--- src/rtl/tpm_mgmt_pkg.sv ---
// Shared definitions for the TPM management slice.
//   - sched_state_e   : self-test scheduler FSM encoding
//   - NumTestsDefault : default number of algorithm self-tests
//   - TPMI_YES/TPMI_NO: TPM boolean encodings used for the full/incremental flag
//   - sat_inc16       : 16-bit increment that sticks at 16'hFFFF
package tpm_mgmt_pkg;

  typedef enum logic [1:0] {
    StIdle,
    StScan,
    StWait,
    StFinish
  } sched_state_e;

  localparam int unsigned NumTestsDefault = 40;

  localparam logic TPMI_YES = 1'b1;
  localparam logic TPMI_NO  = 1'b0;

  function automatic logic [15:0] sat_inc16(input logic [15:0] value);
    return (value == 16'hFFFF) ? value : value + 16'd1;
  endfunction

endpackage

--- src/rtl/self_test_scheduler_if.sv ---
// Request/done handshake between the self-test scheduler and the crypto test engine.
//   test_req  : scheduler -> engine, request a test run
//   test_id   : scheduler -> engine, id under test, stable while test_req is high
//   test_done : engine -> scheduler, single-cycle completion pulse
//   test_pass : engine -> scheduler, result, valid with test_done
// master = scheduler side, slave = engine side.
interface self_test_scheduler_if;

  logic       test_req;
  logic [5:0] test_id;
  logic       test_done;
  logic       test_pass;

  modport master (
    output test_req,
    output test_id,
    input  test_done,
    input  test_pass
  );

  modport slave (
    input  test_req,
    input  test_id,
    output test_done,
    output test_pass
  );

endinterface

--- src/rtl/selftest_timer.sv ---
// Watchdog for one outstanding self-test request.
//   clock, reset_n : clock and asynchronous active-low reset
//   clear          : zero the count (takes priority over enable)
//   enable         : count one cycle of waiting
//   expire         : high during the TIMEOUT-th enabled cycle after a clear
module selftest_timer #(
  parameter int unsigned TIMEOUT = 1024
) (
  input  logic clock,
  input  logic reset_n,
  input  logic clear,
  input  logic enable,
  output logic expire
);

  // The count reads k during the (k+1)-th waiting cycle, so TIMEOUT-1 marks the last one.
  localparam logic [15:0] Limit = 16'(TIMEOUT - 1);

  logic [15:0] count_q, count_d;

  always_comb begin
    count_d = count_q;
    if (clear) begin
      count_d = '0;
    end else if (enable && (count_q != 16'hFFFF)) begin
      count_d = count_q + 16'd1;
    end
  end

  always_ff @(posedge clock or negedge reset_n) begin
    if (!reset_n) begin
      count_q <= '0;
    end else begin
      count_q <= count_d;
    end
  end

  assign expire = enable && (count_q == Limit);

endmodule

--- src/rtl/self_test_scheduler.sv ---
// Sequences TPM algorithm self-tests (full or incremental passes) over the shared crypto
// test engine, one test at a time, and keeps the run/pass/untested bookkeeping that the
// management FSM consumes.
//   clock, reset_n : clock and asynchronous active-low reset
//   start          : single-cycle pass start, honoured only when idle and not failed
//   full_test      : sampled with start; 1 = all ids, 0 = only ids never executed
//   eng            : request/done handshake towards the crypto test engine
//   busy           : FSM is not idle
//   done           : single-cycle pulse as a pass ends
//   failed         : sticky failure flag, cleared only by reset
//   tests_run      : tests executed (saturating)
//   tests_passed   : tests passed (saturating)
//   untested       : ids not executed since reset or the last full-pass start
module self_test_scheduler
  import tpm_mgmt_pkg::*;
#(
  parameter int unsigned NUM_TESTS = NumTestsDefault,
  parameter int unsigned TIMEOUT   = 1024
) (
  input  logic                  clock,
  input  logic                  reset_n,
  input  logic                  start,
  input  logic                  full_test,
  self_test_scheduler_if.master eng,
  output logic                  busy,
  output logic                  done,
  output logic                  failed,
  output logic [15:0]           tests_run,
  output logic [15:0]           tests_passed,
  output logic [15:0]           untested
);

  localparam logic [5:0]  LastIdx    = 6'(NUM_TESTS - 1);
  localparam logic [15:0] NumTests16 = 16'(NUM_TESTS);

  sched_state_e           state_q, state_d;
  logic [5:0]             idx_q, idx_d;
  logic                   full_q, full_d;
  logic                   req_q, req_d;
  logic [5:0]             id_q, id_d;
  logic                   failed_q, failed_d;
  logic [15:0]            run_q, run_d;
  logic [15:0]            passed_q, passed_d;
  logic [15:0]            untested_q, untested_d;
  logic [NUM_TESTS-1:0]   mask_q, mask_d;

  logic timer_clear;
  logic timer_enable;
  logic timer_expire;

  selftest_timer #(
    .TIMEOUT(TIMEOUT)
  ) u_timer (
    .clock  (clock),
    .reset_n(reset_n),
    .clear  (timer_clear),
    .enable (timer_enable),
    .expire (timer_expire)
  );

  always_comb begin
    state_d      = state_q;
    idx_d        = idx_q;
    full_d       = full_q;
    req_d        = req_q;
    id_d         = id_q;
    failed_d     = failed_q;
    run_d        = run_q;
    passed_d     = passed_q;
    untested_d   = untested_q;
    mask_d       = mask_q;
    timer_clear  = 1'b0;
    timer_enable = 1'b0;

    unique case (state_q)
      StIdle: begin
        if (start && !failed_q) begin
          full_d  = full_test ? TPMI_YES : TPMI_NO;
          idx_d   = '0;
          state_d = StScan;
          // A full pass restarts the bookkeeping from scratch.
          if (full_test) begin
            mask_d     = '0;
            run_d      = '0;
            passed_d   = '0;
            untested_d = NumTests16;
          end
        end
      end

      StScan: begin
        if ((full_q == TPMI_YES) || !mask_q[idx_q]) begin
          id_d        = idx_q;
          req_d       = 1'b1;
          timer_clear = 1'b1;
          state_d     = StWait;
        end else if (idx_q == LastIdx) begin
          state_d = StFinish;
        end else begin
          idx_d = idx_q + 6'd1;
        end
      end

      StWait: begin
        timer_enable = 1'b1;
        // Completion is checked first so a done landing on the expiry cycle still counts.
        if (eng.test_done) begin
          req_d = 1'b0;
          run_d = sat_inc16(run_q);
          if (!mask_q[idx_q]) begin
            mask_d[idx_q] = 1'b1;
            untested_d    = untested_q - 16'd1;
          end
          if (eng.test_pass) begin
            passed_d = sat_inc16(passed_q);
            if (idx_q == LastIdx) begin
              state_d = StFinish;
            end else begin
              idx_d   = idx_q + 6'd1;
              state_d = StScan;
            end
          end else begin
            failed_d = 1'b1;
            state_d  = StFinish;
          end
        end else if (timer_expire) begin
          // The engine never answered: the id stays untested but the attempt is counted.
          req_d    = 1'b0;
          failed_d = 1'b1;
          run_d    = sat_inc16(run_q);
          state_d  = StFinish;
        end
      end

      StFinish: begin
        state_d = StIdle;
      end

      default: begin
        state_d = StIdle;
      end
    endcase
  end

  always_ff @(posedge clock or negedge reset_n) begin
    if (!reset_n) begin
      state_q    <= StIdle;
      idx_q      <= '0;
      full_q     <= TPMI_NO;
      req_q      <= 1'b0;
      id_q       <= '0;
      failed_q   <= 1'b0;
      run_q      <= '0;
      passed_q   <= '0;
      untested_q <= NumTests16;
      mask_q     <= '0;
    end else begin
      state_q    <= state_d;
      idx_q      <= idx_d;
      full_q     <= full_d;
      req_q      <= req_d;
      id_q       <= id_d;
      failed_q   <= failed_d;
      run_q      <= run_d;
      passed_q   <= passed_d;
      untested_q <= untested_d;
      mask_q     <= mask_d;
    end
  end

  assign eng.test_req = req_q;
  assign eng.test_id  = id_q;

  // Decodes of the state register only; nothing here sees an input combinationally.
  assign busy         = (state_q != StIdle);
  assign done         = (state_q == StFinish);
  assign failed       = failed_q;
  assign tests_run    = run_q;
  assign tests_passed = passed_q;
  assign untested     = untested_q;

  passed_le_run_a : assert property (@(posedge clock) disable iff (!reset_n)
    passed_q <= run_q);

endmodule
--- src/flat_wrapper.sv ---
// flat-port wrapper written by rule: the top's interface ports become plain ports
module self_test_scheduler_flat import tpm_mgmt_pkg::*;
#(
  parameter int unsigned NUM_TESTS = NumTestsDefault,
  parameter int unsigned TIMEOUT   = 1024
)
  (clock, reset_n, start, full_test, busy, done, failed, tests_run, tests_passed, untested, eng_test_req, eng_test_id, eng_test_done, eng_test_pass);
  self_test_scheduler_if eng_i ();
  input  logic clock;
  input  logic reset_n;
  input  logic start;
  input  logic full_test;
  output logic busy;
  output logic done;
  output logic failed;
  output logic [15:0] tests_run;
  output logic [15:0] tests_passed;
  output logic [15:0] untested;
  output wire logic [$bits(eng_i.test_req)-1:0] eng_test_req;
  output wire logic [$bits(eng_i.test_id)-1:0] eng_test_id;
  input wire logic [$bits(eng_i.test_done)-1:0] eng_test_done;
  input wire logic [$bits(eng_i.test_pass)-1:0] eng_test_pass;
  assign eng_test_req = eng_i.test_req;
  assign eng_test_id = eng_i.test_id;
  assign eng_i.test_done = eng_test_done;
  assign eng_i.test_pass = eng_test_pass;
  self_test_scheduler #(.NUM_TESTS(NUM_TESTS), .TIMEOUT(TIMEOUT)) u_core (.clock(clock), .reset_n(reset_n), .start(start), .full_test(full_test), .eng(eng_i), .busy(busy), .done(done), .failed(failed), .tests_run(tests_run), .tests_passed(tests_passed), .untested(untested));
endmodule
--- config.mk ---
export PLATFORM = sky130hd
export DESIGN_NAME = self_test_scheduler_flat
export DESIGN_NICKNAME = d
export VERILOG_FILES = /design/src/rtl/tpm_mgmt_pkg.sv /design/src/rtl/self_test_scheduler_if.sv /design/src/rtl/selftest_timer.sv /design/src/rtl/self_test_scheduler.sv /design/src/flat_wrapper.sv
export SDC_FILE = /design/constraint.sdc
export NUM_CORES = 1
export LEC_CHECK = 0
export CELL_PAD_IN_SITES_DETAIL_PLACEMENT = 0
export CELL_PAD_IN_SITES_GLOBAL_PLACEMENT = 2
export CORE_ASPECT_RATIO = 0.75
export CORE_MARGIN = 2
export CORE_UTILIZATION = 36
export CTS_CLUSTER_DIAMETER = 200
export CTS_CLUSTER_SIZE = 40
export DETAILED_ROUTE_END_ITERATION = 8
export GPL_TIMING_DRIVEN = 0
export HOLD_SLACK_MARGIN = 0.08
export PLACE_DENSITY_LB_ADDON = 0.1
export SYNTH_ARGS = -nofsm -noshare
export SYNTH_HDL_FRONTEND = slang
export SYNTH_SLANG_ARGS = --single-unit
--- constraint.sdc ---
create_clock -name clock -period 2.9 [get_ports clock]
set_clock_uncertainty 0.2 [all_clocks]
set_input_delay 0.29 -clock clock [delete_from_list [all_inputs] [get_ports clock]]
set_output_delay 0.29 -clock clock [all_outputs]
set_load 0.02 [all_outputs]
# --- After elaboration in Yosys (flattened, before gate mapping) ---
# Cells that the tools add are included.
classes:
  mux: 51
  multipliers: 0
  n_shift: 0
  bitwise: 1
  reduce_logical: 23
  order_cmp: 2
  eq_ne: 19
  n_addsub: 5
  div_mod_pow: 0
ops:
  columns: ["op", "n"]
  rows:
  - ["two-way mux 16 bit", 14]
  - ["two-way mux 40 bit", 4]
  - ["case mux 16 bit (2 select lines)", 3]
  - ["case mux 40 bit (2 select lines)", 1]
  - ["adder 16 x 1 -> 16 bit (second input constant)", 3]
  - ["bitwise OR 40 bit", 1]
  - ["equality test 16 bit (second input constant)", 2]
  - ["two-way mux 6 bit", 5]
  - ["case mux 6 bit (3 select lines)", 1]
  - ["equality test 16 x 10 -> 1 bit (second input constant)", 1]
  - ["inequality test 16 bit (second input constant)", 1]
  - ["subtractor 16 x 1 -> 16 bit (second input constant)", 1]
  - ["two-way mux 2 bit", 7]
  - ["inequality test 2 bit (second input constant)", 7]
  - ["two-way mux 1 bit", 12]
  - ["AND reduction 5 bit", 2]
  - ["nonzero test 2 bit", 5]
  - ["AND reduction 3 bit", 3]
  - ["case mux 2 bit (4 select lines)", 1]
  - ["less-than comparator 6 x 7 -> 1 bit (second input constant)", 1]
  - ["adder 6 x 1 -> 6 bit (second input constant)", 1]
  - ["binary-select mux 1 bit (select 6 bit)", 1]
  - ["demux 1 bit (select 6 bit)", 1]
  - ["equality test 6 bit (second input constant)", 1]
  - ["other kinds (15)", 22]
totals:
  reg_bits: 121
  ram_bits: 0
  latch_bits: 0
  rom_bits: 0
  wordCells: 112
  n_memories: 0

# --- Depth between registers and ports, before layout ---
# Gate-level depths: netlist of run 1.
logic_depth:
  word_depth: 8
  ltp_mapped: 11
  ltp_nobuf: 9

# --- Cells and area by module ---
# A second synthesis of run 1 with hierarchy kept.
unflattened:
  cells_unflattened: 684
  area_unflattened_um2: 6304.8
modules_own_cells:
  columns: ["mod", "cells_per_inst", "area_per_inst_um2", "n_inst"]
  rows:
  - ["self_test_scheduler", 585, 5422.7, 1]
  - ["selftest_timer", 99, 882.1, 1]

# --- Worst setup path after synthesis of run 1 ---
# OpenSTA, ideal clock, no wires.
synth_path:
  kind: "reg2reg"
  startpoint: "register u_core.state_q[0]"
  endpoint: "register u_core.run_q[10] (netlist: u_core.tests_run[10])"
  path_stages_with_launch: 10
  arrival_time_ps: 2274
  slack_ps: 348
  setup_ps: 78
  synth_period_minus_slack_ps: 2552
  cell_sequence: "dfrtp_1 inv_1 ha_1 inv_2 nor4_1 a31oi_2 a211o_1 clkbuf_1 or3_1 a21oi_1"
synth_via:
  elab_chain_cells: 5
  elab_cells_between_ends: 10
  cone_classes: "eq/ne: 4; mux: 2; reduce/logical: 4"
synth_lines:
  columns: ["item", "line", "rtl"]
  rows:
  - ["start: declaration", "self_test_scheduler.sv:36", "sched_state_e state_q, state_d;"]
  - ["start signal: assignment", "self_test_scheduler.sv:147", "state_q <= StIdle;"]
  - ["start signal: assignment", "self_test_scheduler.sv:158", "state_q <= state_d;"]
  - ["equality test 2 bit", "self_test_scheduler.sv:75", "unique case (state_q)"]
  - ["two-way mux 1 bit", "self_test_scheduler.sv:75", null]
  - ["logical AND 1 bit", "selftest_timer.sv:38", "assign expire = enable && (count_q == Limit);"]
  - ["inequality test 3 x 2 -> 1 bit (no line)", null, null]
  - ["AND reduction 4 bit (no line)", null, null]
  - ["end signal: assignment", "self_test_scheduler.sv:164", "run_q <= run_d;"]
  - ["end: declaration", "self_test_scheduler.sv:42", "logic [15:0] run_q, run_d;"]
# Parallel ways exist; a longest one is shown, timed or not.
# A chain may end at the register's enable or synchronous reset.

# --- Final worst setup path of run 1 ---
layout_path:
  startpoint: "register u_core.idx_q[2]"
  endpoint: "register u_core.untested_q[11] (netlist: u_core.untested[11])"
layout_via:
  elab_chain_cells: 4
layout_lines:
  columns: ["item", "line", "rtl"]
  rows:
  - ["start: declaration", "self_test_scheduler.sv:37", "logic [5:0] idx_q, idx_d;"]
  - ["start signal: assignment", "self_test_scheduler.sv:159", "idx_q <= idx_d;"]
  - ["binary-select mux 1 bit (select 6 bit)", "self_test_scheduler.sv:110", "if (!mask_q[idx_q]) begin"]
  - ["two-way mux 1 bit (not written as such)", "self_test_scheduler.sv:110", null]
  - ["inequality test 2 bit (no line)", null, null]
  - ["AND reduction 5 bit (no line)", null, null]
  - ["end signal: assignment", "self_test_scheduler.sv:155", "untested_q <= NumTests16;"]
  - ["end signal: assignment", "self_test_scheduler.sv:166", "untested_q <= untested_d;"]
  - ["end: declaration", "self_test_scheduler.sv:44", "logic [15:0] untested_q, untested_d;"]
# Every way passes these cells. The select of a mux whose other input is x is not followed.

==> flow_summary.yaml, run 1 <==
routing:
  wl_per_cell_microns: 18.26
  final_antenna_net_count: 0
  drtPass1Iterations: 5
  drc: 0
  vias: 5409
  viasPerCell: 5.442
  wl_microns: 18150
  drt_iter0_drc: 396
clocking:
  cts_buffer_depth: 2
  cts_buffers: 17
  root_buffer: "clkbuf_16"
  clk_pin_slew_worst_paths_ns: 0.06
  cts.sinks: 121
  cts_tree: "done"
  cts.htree.levels: 4
  clk_latency_ns: 0.42
timing:
  post-route-period-util_pct: 100.5
  holdWs_ns: 0.1783
  slew_violations: 0
  finalSetupViolCount: 1
  fin_ws_ns: -0.01327
  fmax_mhz: 343.3
  finalHoldViolCount: 0
  rsz0062_at_grt: "yes"
  max_slew_margin_pct: 15.88
  period_needed_ns: 2.913
  tightest_slew_ns: 1.252
floorplan:
  fp.dieW_microns: 156.7
  placementRows: 41
  core_sq_um: 16980
  initial_core_util_pct: 37.06
  die_area_sq_um: 18560
  io_pins: 64
  die_h_microns: 118.5
setup_path:
  r2r_slack_ns: -0.01
  crit_required_ns: 2.99
  path_class: "reg -> reg"
  path_max_fanout: 10
  start_kind: "flip-flop"
  r2r_cells: 10
  endpoint: "u_core.untested[11]$_DFFE_PN0P_"
  end_kind: "flip-flop"
  critPathArrivalTime_ns: 3.00
  startpoint: "u_core.idx_q[2]$_DFFE_PN0P_"
  r2r_start: "u_core.idx_q[2]$_DFFE_PN0P_"
  r2r-end: "u_core.untested[11]$_DFFE_PN0P_"
layout:
  regArea_sq_um: 3032
  multi_input_area_sq_um: 3057
  final_cell_area_sq_um: 7953
  drive_gt1_share_pct: 12.40
  nFillCells: 1597
  nets: 763
  diodes: 0
  areaGrowthSynthToFinish_pct: 26.39
place:
  gp_congestion: 0.8109
  dpl.hpwl_microns: 12310
  placement.io_buffers: 63
  placed_cell_area_sq_um: 7247
grt:
  grtUsageMet2_pct: 28.83
  first_global_vias: 5181
  grt_max_degree: 74
  overflow: 0
  met1_usage_pct: 30.43
  antenna_found_initial: 0
  track_usage_pct: 20.34
  grt_pass1_wl_microns: 29080
  met3_usage_pct: 5.501
  grt_busiest_layer: "met1"
pwr:
  p_int_mw: 2.980
  report.power.total_mw: 3.791
  switching_power_mw: 0.8111
  seqPwrFrac_pct: 44.6
  ir_worst_vdd_v: 0.0002941
  power-per-cell-area_nw_per_um2: 476.7
  p_comb_share_pct: 1.4
  p_leak_nw: 3.407
  switching_share_pct: 21.40
  p_clk_share_pct: 54.0
run:
  cap_violations: 0
synthesis:
  synth_top_area_share_pct: 47.33
  synthArstFlopShare_pct: 100.0
  synth_area_per_cell_sq_um: 9.534
  synth_top_area_cell: "dfrtp_1"
  ys_warn_count: 0
  synthesis.area_sq_um: 6292
  post-synth-top-count-cell: "dfrtp_1"
  synth_edf_count: 0
  synthTopCellsByArea: "dfrtp_1, nor2_1, a31oi_1"
  synthFlopType: "dfrtp_1"
  synth_commonest_cells: "dfrtp_1, nor2_1, a31oi_1, nand2_1, a21oi_1"
  mappedNetlistNets: 676
  netlist_instances: 660
  ys_ff_latch: 121
  yosysSeqAreaShare_pct: 48.16
  synthDistinctLibCells: 69
worst_hold_path:
  hold_class: "in -> async"
outcome:
  status: "finished with violations"
  violations: "negative setup slack"
==> cells in the final DEF (no fill, tap or decap), drive strengths merged, types with 28 or more instances in the layout <==
cell type,count
a21oi,35
nor2,94
dfrtp,119
nand2,42
clkdlybuf4s50,62
o21ai,36
nand3,28
clkbuf,40
a31oi,43
==> sequential cells by signal, indices dropped and copies added, names as in the netlist <==
register and count:
u_core.mask_q 40, u_core.tests_passed 16, u_core.tests_run 16, u_core.u_timer.count_q 16
u_core.untested 16, u_core.eng.test_id 6, u_core.idx_q 6, u_core.state_q 2
u_core.eng.test_req 1, u_core.failed 1, u_core.full_q 1
==> timing repair <==
action,4_1_cts,5_1_grt
endpoints found under the setup margin,53,93
resized for setup,5,24
gates cloned,0,0
hold endpoints to repair,48,0
buffers inserted,3,0
pin swaps,2,1
hold buffers,1,0
==> per-stage QoR <==
step	utilization [%]	setup slack [ns]	cells	setup TNS, ns
floorplan	-	0.3480	660	0
global placement	42.51	-3.675	959	-445.21
detailed placement	42.68	-0.2361	960	-4.502
CTS	46.31	0.009277	994	0
global route	46.84	-0.1545	994	-0.5000
finish	46.84	-0.01327	994	-0.01327
==> metal layers <==
layer / up-vias / share of wire [%] / wire length [microns]
met5: - / 0 / 0
met4: 0 / 1.2 / 216
met3: 17 / 5.1 / 923
met2: 133 / 43 / 7812
met1: 2689 / 51 / 9195
li1: 2570 / - / -
==> critical path: stages (launching register included) <==
cell and delay, ns:
dfrtp_1 0.39, buf_6 0.18, buf_6 0.18, mux2i_1 0.24, o21ai_1 0.10, a211oi_2 0.36
o2111a_2 0.26, a21oi_2 0.09, buf_6 0.15, o41ai_1 0.51, a21oi_2 0.11
==> layout make-up <==
cell class              count  area share (%)
flip-flops and latches    121           38.12
clock inverters             7          0.8496
inverters                  22           1.038
plain buffers              35           2.879
multi-input cells         482           38.44
well taps                 236           3.713
repair buffers             68           8.700
clock buffers              23           6.262
==> power by group through the flow <==
stage	combinational [mW]	clock, mW	sequential [mW]
global placement	0.0478	0	1.72
detailed placement	0.0536	0	1.72
finish	0.0538	2.05	1.69
floorplan	0.00248	0	1.72
CTS	0.0572	2.10	1.69
global route	0.0626	2.19	1.69
==> how the worst min path moves through the flow <==
stage | from | endpoint | slack [ns] | cells after the start
2_1_floorplan | reset_n | u_core.eng.test_id[0]$_DFFE_PN0N_ | -0.21 | 0
5_1_grt | reset_n | u_core.mask_q[28]$_DFFE_PN0P_ | 0.21 | 2
6_report | reset_n | u_core.mask_q[28]$_DFFE_PN0P_ | 0.18 | 2
3_5_place_dp | reset_n | u_core.mask_q[28]$_DFFE_PN0P_ | 0.07 | 1
3_3_place_gp | u_core.mask_q[10]$_DFFE_PN0P_ | u_core.mask_q[10]$_DFFE_PN0P_ | 0.27 | 2
4_1_cts | reset_n | u_core.mask_q[28]$_DFFE_PN0P_ | 0.19 | 2
==> kinds of logic after synthesis <==
logic type / count (synthesis) / synth area share (%)
buffers and inverters: 57 / 4.633
AO/OA/AOI/OAI: 151 / 15.23
flip-flops: 121 / 48.16
XOR/XNOR: 28 / 3.897
multiplexers: 20 / 3.957
adder cells (fa/ha/maj): 10 / 1.988
AND/OR/NAND/NOR: 273 / 22.13
No activity file was read; power rests on OpenSTA's default activity.
==> inputs of run 2 (changes only) <==
- SLEW_MARGIN: not set -> 15
==> results of run 2 <==
Same layout as run 1: the final DEF is identical, and so are final timing and power.
==> patch (flow settings as in run 1) <==
Encoding of `sched_state_e`: now one-hot (4 bits for 4 states).
--- a/src/rtl/tpm_mgmt_pkg.sv
+++ b/src/rtl/tpm_mgmt_pkg.sv
@@ -5,11 +5,11 @@
 //   - sat_inc16       : 16-bit increment that sticks at 16'hFFFF
 package tpm_mgmt_pkg;
 
-  typedef enum logic [1:0] {
-    StIdle,
-    StScan,
-    StWait,
-    StFinish
+  typedef enum logic [3:0] {
+    StIdle   = 4'b0001,
+    StScan   = 4'b0010,
+    StWait   = 4'b0100,
+    StFinish = 4'b1000
   } sched_state_e;
 
   localparam int unsigned NumTestsDefault = 40;
Function: same outputs for any inputs over 10 cycles, from zero or initial values and one cycle with reset_n low; not proved beyond that.
==> patch against run 1 <==
- the flow still finishes with violations (negative setup slack)
- wire length decreased by 6.4%
- global-route usage decreased by 0.78 points
- worst setup slack got worse by 120 ps
- non-clock buffer count increased by 4
- synthesized area decreased by 4.1%
- final area increased by 2.0%
- hold slack improved by 60 ps
- die area decreased by 3.9%
- sequential cell count increased by 2
- cell count decreased by 3.7%
- via count decreased by 6.0%
- critical path type unchanged
Power is not compared: it rests on default switching activity, and its combinational part moved more than twofold at a synthesized area within 25%.
==> patch: results (changes against run 1) <==
<table>
<tr><th>Metric</th><th>Value</th></tr>
<tr><th colspan="2">Synth</th></tr>
<tr><td>Cells taking the most area after synthesis</td><td>sky130_fd_sc_hd__dfrtp_1 50%, sky130_fd_sc_hd__nand2_1 5.2%, sky130_fd_sc_hd__o21ai_0 4.7%</td></tr>
<tr><td>Post-synth net total</td><td>645 (-4.6%)</td></tr>
<tr><td>Syn Inst Count</td><td>634 (-3.9%)</td></tr>
<tr><td>Adder-cell share of the synthesized area</td><td>1.04% (-0.95 points)</td></tr>
<tr><td>Xor/xnor cell area share of the yosys netlist</td><td>5.08% (+1.2 points)</td></tr>
<tr><td>Yosys cell types</td><td>60 (-13%)</td></tr>
<tr><td>Mux share of post-synthesis cell area</td><td>4.23% (+0.27 points)</td></tr>
<tr><th colspan="2">Cells and area</th></tr>
<tr><td>Number of fillers in the final layout</td><td>1,511 (-5.4%)</td></tr>
<tr><td>Net count, final</td><td>745 (-2.4%)</td></tr>
<tr><td>Share of layout cells above drive strength 1</td><td>17.3% (+4.9 points)</td></tr>
<tr><th colspan="2">Setup path</th></tr>
<tr><td>Worst path top cell family by delay</td><td>simple AND/OR/NAND/NOR gates</td></tr>
<tr><td>Slowest cell on crit path</td><td>sky130_fd_sc_hd__mux4_2</td></tr>
<tr><td>Critical path fanouts, max</td><td>7 (-3)</td></tr>
<tr><th colspan="2">STA</th></tr>
<tr><td>Total negative setup slack</td><td>-458 ps (-445 ps)</td></tr>
<tr><td>Setup ws final</td><td>-135 ps (-122 ps)</td></tr>
<tr><td>Number of setup violations in the final report</td><td>18 (+17)</td></tr>
<tr><th colspan="2">Route</th></tr>
<tr><td>Detailed-route via count</td><td>5,083 (-6.0%)</td></tr>
<tr><td>Pre-antenna DRT Iters</td><td>4 (-1)</td></tr>
<tr><td>Detailed router's first-iteration violation count</td><td>291 (-27%)</td></tr>
<tr><td>Final wirelength</td><td>17,000 µm (-6.4%)</td></tr>
<tr><th colspan="2">Outcome</th></tr>
<tr><td>Failing checks</td><td>negative setup slack</td></tr>
<tr><td>Status</td><td>finished, violations left</td></tr>
<tr><th colspan="2">GRT</th></tr>
<tr><td>Met2 global-route usage</td><td>28.2% (-0.62 points)</td></tr>
<tr><td>Vias in the first global route</td><td>5,015 (-3.2%)</td></tr>
<tr><td>Wire length of the first global-routing pass</td><td>27,300 µm (-6.1%)</td></tr>
<tr><td>Met1 GRT Util</td><td>29.3% (-1.1 points)</td></tr>
<tr><th colspan="2">Place</th></tr>
<tr><td>Placed inst area</td><td>6980 µm² (-3.7%)</td></tr>
<tr><td>Gpl congestion</td><td>0.780 (-3.8%)</td></tr>
<tr><td>Post-detailed-placement half-perimeter wirelength</td><td>11,200 µm (-8.9%)</td></tr>
</table>
-- patch: cell count changes in the layout (fill, tap and decap cells not counted), sizes merged, moves of 5 or more --
cell	before	now
nand2	42	84
or3	23	13
a31o	0	8
ha	10	5
nor3	18	10
and3	7	15
xor2	12	19
o21ai	36	59
nand4b	9	1
nor2	94	55
nor4b	0	5
a21oi	35	30
a31oi	43	2
-- patch: what timing repair did --
item	4_1_cts	5_1_grt
setup buffers	8	6
endpoints found under the setup margin	114	103
resized for setup	40	66
hold buffers	1	0
gates cloned	0	3
pin swaps	5	13
endpoints found under the hold margin	62	0
-- patch: through the flow --
step                      setup WS (ps)  total power, µW
after floorplan                    7.60             2630
after global placement            -3760             3080
after detailed placement           -759             3100
after CTS                          -130             5550
after global routing               -169             5940
final                              -135             5670
-- patch: path summary, 6_finish.rpt --
path | depth (start not counted) | to | slack (ps) | start
max | 8 | u_core.untested[13] | -130 | u_core.idx_q[0]
max in group asynchronous | 3 | u_core.state_q[0] | 1490 | reset_n
min reg2reg | 2 | u_core.mask_q[27] | 280 | u_core.mask_q[27]
min | 2 | u_core.mask_q[30] | 240 | reset_n
max reg2reg | 8 | u_core.untested[13] | -130 | u_core.idx_q[0]
min in group clock | 2 | u_core.mask_q[27] | 280 | u_core.mask_q[27]
-- patch: routing by layer --
layer	wire length, µm	share of wire, %
met1	8750	52
met2	7430	44
met3	664	3.9
met4	140	0.82
met5	0	0
-- patch: layout make-up --
type	instances	area [µm²]	share of cell area (%)
inverter	21	78.8	0.972
sequential	123	3080	38.0
clock buffer	23	508	6.26
multi-input combinational	464	3000	37.0
buffer	25	176	2.17
tap	210	263	3.24
timing repair buffer	82	871	10.7
clock inverter	9	134	1.65
